[src/rtl/multicycle_control.sv]
// Multi-cycle main controller for the 16-bit CPU: Moore FSM walking fetch/decode/
// execute/memory/write-back and driving the datapath enables and ALUOp.
module multicycle_control (
    input  logic       Clock,
    input  logic       Resetn,
    input  logic [3:0] opcode,
    input  logic       Zero,
    input  logic       mem_ready,
    output logic       PCWrite,
    output logic       PCWriteCond,
    output logic       IRWrite,
    output logic       MemRead,
    output logic       MemWrite,
    output logic       IorD,
    output logic       RegWrite,
    output logic       RegDst,
    output logic       MemtoReg,
    output logic       ALUSrcA,
    output logic [1:0] ALUSrcB,
    output logic       PCSource,
    output logic [1:0] ALUOp,
    output logic [3:0] state,
    output logic       illegal,
    output logic       halted
);

    typedef enum logic [3:0] {
        FETCH  = 4'd0,
        DECODE = 4'd1,
        EXEC_R = 4'd2,
        EXEC_I = 4'd3,
        ADDR   = 4'd4,
        MEM_RD = 4'd5,
        MEM_WR = 4'd6,
        WB_R   = 4'd7,
        WB_I   = 4'd8,
        WB_MEM = 4'd9,
        BRANCH = 4'd10,
        HALT   = 4'd11
    } state_t;

    typedef enum logic [2:0] {
        C_R, C_I, C_LW, C_SW, C_BEQ, C_HALT, C_ILL
    } cls_t;

    state_t cur;
    cls_t   cls;

    always_comb begin
        case (opcode)
            4'b0000, 4'b0001, 4'b0010: cls = C_R;
            4'b1001, 4'b1010, 4'b1011: cls = C_I;
            4'b1100:                   cls = C_LW;
            4'b1101:                   cls = C_SW;
            4'b1110:                   cls = C_BEQ;
            4'b1111:                   cls = C_HALT;
            default:                   cls = C_ILL;
        endcase
    end

    always_ff @(posedge Clock or negedge Resetn) begin
        if (!Resetn) begin
            cur <= FETCH;
        end else begin
            case (cur)
                FETCH:  if (mem_ready) cur <= DECODE;
                DECODE: begin
                    case (cls)
                        C_R:         cur <= EXEC_R;
                        C_I:         cur <= EXEC_I;
                        C_LW, C_SW:  cur <= ADDR;
                        C_BEQ:       cur <= BRANCH;
                        C_HALT:      cur <= HALT;
                        default:     cur <= FETCH;
                    endcase
                end
                EXEC_R: cur <= WB_R;
                EXEC_I: cur <= WB_I;
                ADDR:   cur <= (cls == C_LW) ? MEM_RD : MEM_WR;
                MEM_RD: if (mem_ready) cur <= WB_MEM;
                MEM_WR: if (mem_ready) cur <= FETCH;
                HALT:   cur <= HALT;
                default: cur <= FETCH;
            endcase
        end
    end

    assign state = cur;

    // Decoded from the registered state; only the ready/Zero qualifiers are
    // same-cycle, and reset gates everything so strobes drop immediately.
    always_comb begin
        PCWrite     = 1'b0;
        PCWriteCond = 1'b0;
        IRWrite     = 1'b0;
        MemRead     = 1'b0;
        MemWrite    = 1'b0;
        IorD        = 1'b0;
        RegWrite    = 1'b0;
        RegDst      = 1'b0;
        MemtoReg    = 1'b0;
        ALUSrcA     = 1'b0;
        ALUSrcB     = 2'b00;
        PCSource    = 1'b0;
        ALUOp       = 2'b00;
        illegal     = 1'b0;
        halted      = 1'b0;
        case (cur)
            FETCH: begin
                MemRead = 1'b1;
                ALUSrcB = 2'b01;
                IRWrite = mem_ready;
                PCWrite = mem_ready;
            end
            DECODE: begin
                ALUSrcB = 2'b11;
                illegal = (cls == C_ILL);
            end
            EXEC_R: begin
                ALUSrcA = 1'b1;
                ALUOp   = (opcode == 4'b0010) ? 2'b11 : 2'b10;
            end
            EXEC_I: begin
                ALUSrcA = 1'b1;
                ALUSrcB = 2'b10;
                ALUOp   = 2'b11;
            end
            ADDR: begin
                ALUSrcA = 1'b1;
                ALUSrcB = 2'b10;
            end
            MEM_RD: begin
                IorD    = 1'b1;
                MemRead = 1'b1;
            end
            MEM_WR: begin
                IorD     = 1'b1;
                MemWrite = 1'b1;
            end
            WB_R: begin
                RegWrite = 1'b1;
                RegDst   = 1'b1;
            end
            WB_I:   RegWrite = 1'b1;
            WB_MEM: begin
                RegWrite = 1'b1;
                MemtoReg = 1'b1;
            end
            BRANCH: begin
                ALUSrcA     = 1'b1;
                ALUOp       = 2'b01;
                PCSource    = 1'b1;
                PCWriteCond = 1'b1;
                PCWrite     = Zero;
            end
            HALT:    halted = 1'b1;
            default: ;
        endcase
        if (!Resetn) begin
            PCWrite     = 1'b0;
            PCWriteCond = 1'b0;
            IRWrite     = 1'b0;
            MemRead     = 1'b0;
            MemWrite    = 1'b0;
            IorD        = 1'b0;
            RegWrite    = 1'b0;
            RegDst      = 1'b0;
            MemtoReg    = 1'b0;
            ALUSrcA     = 1'b0;
            ALUSrcB     = 2'b00;
            PCSource    = 1'b0;
            ALUOp       = 2'b00;
            illegal     = 1'b0;
            halted      = 1'b0;
        end
    end

endmodule

[config.mk]
export PLATFORM = sky130hd
export DESIGN_NAME = multicycle_control
export DESIGN_NICKNAME = d
export VERILOG_FILES = /design/src/rtl/multicycle_control.sv
export SDC_FILE = /design/constraint.sdc
export NUM_CORES = 1
export LEC_CHECK = 0
export ABC_CLOCK_PERIOD_IN_PS = 1860
export CORE_MARGIN = 2
export CORE_UTILIZATION = 39
export CTS_CLUSTER_DIAMETER = 50
export DETAILED_ROUTE_END_ITERATION = 8
export PLACE_DENSITY_LB_ADDON = 0.12
export SYNTH_ARGS = -nofsm -noshare
export SYNTH_HDL_FRONTEND = slang
export SYNTH_SLANG_ARGS = --single-unit
[constraint.sdc]
create_clock -name Clock -period 1.86 [get_ports Clock]
set_clock_uncertainty 0.1 [all_clocks]
set_input_delay 0.558 -clock Clock [delete_from_list [all_inputs] [get_ports Clock]]
set_output_delay 0.558 -clock Clock [all_outputs]
set_load 0.02 [all_outputs]
==> results.md, run 1 <==
* Root buffer selected by CTS: sky130_fd_sc_hd__clkbuf_4
* Stage at which the run stopped: clock tree synthesis
* Cells after synthesis at 85
* Post-DP HPWL at 1.69 mm
* Post-Synthesis Net Count at 93
* Post-synthesis cell type with the largest combined area: sky130_fd_sc_hd__dfrtp_1
* Port buffer count at 28
* Largest cells by area after synthesis: sky130_fd_sc_hd__dfrtp_1 17%, sky130_fd_sc_hd__nor2_1 7.7%, sky130_fd_sc_hd__nand2_1 6.4%
* Starting Density at a little over two fifths
* Chip width at 42.8 um
* Htree depth at 1
* Proportion of synthesized chip area in sequential cells at between 10% and 20%
* Final weighted congestion in routability-driven placement at roughly 0.96
* FP Rows at 13
* Number of top-level pins at 29
* Run Error: [ERROR DPL-0038] Utilization greater than 100%, impossible to legalize
* Setup Buffers After CTS at 14
* Gates resized, CTS repair at 159
* Bufs on Longest Clock Path at 2
* Top-area cell type share of the netlist area at 17.1%
* Number of buffers inserted during clock tree synthesis at 3
* Syn. warnings at 0
* Number of hold buffers added after cts at 0
* Distinct cell type count after synthesis at 36
* Y dimension of the die at between 40 and 50 um
* Post-Syn Area at slightly below 600 um2
* Synth Register Bits at 4
* Average instance area after synthesis at 6.90 um2
* Post-detailed-placement cell area at 1110 um2
* Result of the run: did not finish
* CTS Sinks at 4
-- Yosys cell counts (all sizes together) --
cell type  count
nor4           1
a41oi          1
maj3           1
o21a           1
a311oi         1
a221oi         1
nand3          1
and2b          1
nor3b          3
a21oi          7
a21boi         1
o2111a         1
nor2b          4
a211oi         1
nor2          14
and2           1
dfrtp          4
nor3           6
o31ai          1
inv            3
o21ai          4
a31oi          3
nand2b         4
buf            7
nand2         10
or2            1
o32ai          2
-- per-stage QoR --
step | instances | worst slack [ps] | utilization, %
floorplan | 85 | -110 | -
global placement | 148 | -969 | 82.0
detailed placement | 148 | -1020 | 82.0
-- logic make-up after synthesis --
family / share of synthesized area (%)
DFF: 17.1
AOI/OAI and AO/OA: 27.7
buffers and inverters: 10.9
adders and majority gates: 1.92
and+or+nand+nor: 42.4
==> run 2, diff against run 1 <==
Settings changed: CORE_AREA set to 2 2 63 65, CORE_MARGIN 2 to not set, CORE_UTILIZATION 39 to not set, CTS_CLUSTER_DIAMETER 50 to not set, DIE_AREA set to 0 0 65 67, PLACE_DENSITY_LB_ADDON 0.12 to 0.15.
==> results.md, run 2 <==
* Result of the run: finished, violations left
* Failing checks: setup timing
* Clock edge transition at the registers on the reported setup and hold paths at 40 ps
* TritonCTS clock tree: built
* Total of endpoints with negative setup slack in the final report at 17
* Vias in the first global route at 872
* Final period demand of the worst path at between 2000 and 2500 ps
* Area of all placed cells without fillers at 1420 um2
* Post-synth top flop: sky130_fd_sc_hd__dfrtp_1
* Most common library cell in the layout ignoring fill and taps: sky130_fd_sc_hd__buf_4
* Maximum Capacitance Violations at 0
* Leak Pwr at around 0.62 nW
* WL per Instance at roughly 12 um
* Number of pins exceeding their max-slew limit in the final report at 0
* Post-synthesis cell type with the largest combined area: sky130_fd_sc_hd__dfrtp_1
* Post-DP HPWL at roughly 1.9 mm
* Startpoint of the most critical setup path: state[2]
* Clock latency at the later pin of the worst-skew pair at 220 ps
* Setup repair after global routing missed its margin: true
* Critical-path maximum fanout at 7
* Critical R2R Launch: state[3]
* Routed vias at a little under 900
* Port buffer count at 28
* Root buffer selected by CTS: sky130_fd_sc_hd__clkbuf_8
* Type of the worst setup path: register to primary output
* Post-detailed-placement cell area at 1200 um2
* Pin count of the biggest net entering global routing at 10
* Total GRT Usage at 12.3%
* Nets at 158
* Number of flip-flops under the largest register name at 4
* Register-to-Register Setup Slack at 310 ps
* Relative slew slack at between 80 and 90%
* Worst voltage drop across the vdd grid at approximately 0.43 mV
* Fraction of final layout cells with drive strength greater than 1 at 71.8%
* Largest cells by area after synthesis: sky130_fd_sc_hd__dfrtp_1 17%, sky130_fd_sc_hd__nor2_1 7.7%, sky130_fd_sc_hd__nand2_1 6.4%
* Highest-count cells in the layout ignoring fill and taps: 41 x sky130_fd_sc_hd__buf_4, 13 x sky130_fd_sc_hd__buf_6, 8 x sky130_fd_sc_hd__nor2_4
* FP Rows at 22
* GR Overflow Total at 0
* CTS Sinks at 4
* Number of diodes at 0
* Number of buffers inserted during clock tree synthesis at 3
* Final Instance Count excl. Fillers at 197
* Core area at 3610 um2
* Antenna violations before repair at 0
* First-pass iteration count of the detailed router at 4
* Antenna Violating Nets Remaining at 0
* Post-route fraction of the period consumed by the critical path at 110%
* Die Outline Area at 4360 um2
* Peak clock frequency supported by timing at 489 MHz
* Htree depth at 1
* Top-area cell type share of the netlist area at 17.1%
* Proportion of synthesized chip area in sequential cells at approximately 17%
* Count of final hold-check violations at 0
* Post-Syn Area at 587 um2
* Number of top-level pins at 29
* Post-Synthesis Net Count at 93
* Final wirelength at 2.42 mm
* Growth of design area from synthesis to finish at 142%
* Reg2Reg Capture Point: state[1]
* Post-synthesis async set-or-reset flop share at 100%
* Synth Register Bits at 4
* Number of fill cells in the layout at between 400 and 500
* Bufs on Longest Clock Path at 2
* Average instance area after synthesis at around 6.9 um2
* Dpl cells at 186
* Distinct cell type count after synthesis at 36
* Number of cells on the worst reg-to-reg path at 6
* Most common cell in the synthesized netlist: sky130_fd_sc_hd__nor2_1
* Most common library cells after synthesis: 12 x sky130_fd_sc_hd__nor2_1, 10 x sky130_fd_sc_hd__nand2_1, 6 x sky130_fd_sc_hd__a21oi_1, 6 x sky130_fd_sc_hd__nor3_1, 4 x sky130_fd_sc_hd__dfrtp_1
* Worst Setup Start Kind: register
* Y dimension of the die at 67 um
* Nature of the critical path endpoint: primary output
* Syn. warnings at 0
* Global-route wire length before repair at 4.10 mm
* Required time at the worst-slack endpoint at ~1200 ps
* Cells after synthesis at 85
* Final weighted congestion in routability-driven placement at approximately 0.80
* Worst Max-Slew Pin Slew at about 270 ps
* Number of synthesized flops with an enable pin at 0
* Via/cell ratio at 4.41
* Data arrival at the endpoint of the critical path at 1390 ps
* DRC violations left at 0
* Chip width at 65 um
* Minimum setup slack in the final design at -185 ps
* Power density of the placed cells at 1470 nW/um2
* Path type of the worst min-delay path: input port to async pin
* Starting Density at around 16%
* Initial DRC count at 26
* Number of hold buffers added after cts at 0
[run 2: cell counts after synthesis]
No cell type changed its count.
[run 2: worst max-delay path by stage]
stage               depth (start not counted)       end
CTS                                         4  ALUOp[0]
global route                                4  ALUOp[0]
global placement                            5  ALUOp[0]
detailed placement                          5  MemWrite
finish                                      4  ALUOp[0]
floorplan                                   4  ALUOp[0]
[run 2: cell families (layout without fill, tap and decap cells)]
group	count (synthesis)	after routing	share of synthesized area, %
simple gates	46	46	42.4
compound gates	24	24	27.7
buf+inv	10	74	10.9
flops	4	4	17.1
fa+ha+maj	1	1	1.92
[run 2: per-stage QoR]
stage               power (mW)  util (%)  hold WS, ps  worst slack, ps  setup TNS (ps)
finish                    2.09      39.4          341             -185           -1840
global route              2.24      39.4          365             -243           -2890
CTS                       2.00      37.1          318             -206           -1810
detailed placement        1.64      33.2          617            -1010          -16720
global placement          1.65      33.2          643             -986          -16380
floorplan                0.937         -          162             -110            -351
[run 2: final cells by class]
cell class	instances	area [um2]	share of cell area, %
clock buffer	4	45.0	3.17
inverter	3	11.3	0.793
multi-input combinational	71	619	43.6
sequential	4	104	7.31
tap	48	60.1	4.23
timing repair buffer	67	581	40.9
[run 2: timing repair]
item / 4_1_cts / 5_1_grt
buffers inserted: 6 / 1
endpoints found under the setup margin: 22 / 17
pin swaps: 15 / 8
resized for setup: 151 / 15
[run 2: critical path, cell delays in order (launching register included)]
cell	delay (ps)
sky130_fd_sc_hd__dfrtp_2	450
sky130_fd_sc_hd__nand2b_4	170
sky130_fd_sc_hd__or2_4	230
sky130_fd_sc_hd__nor3b_2	150
sky130_fd_sc_hd__buf_4	160
[run 2: routing by layer]
layer	wire [um]	GRT usage, %
met2	1300	22.6
met1	986	14.4
met3	95	1.35
met4	46	5.59
met5	0	0
[run 2: report_power, final]
| part | internal (mW) | total [mW] | switching [mW] |
|---|---|---|---|
| combinational | 0.852 | 1.68 | 0.825 |
| sequential | 0.134 | 0.208 | 0.0748 |
| clock | 0.147 | 0.200 | 0.0532 |
| total | 1.13 | 2.09 | 0.953 |
Note: power is estimated with default switching activity, not from simulation.
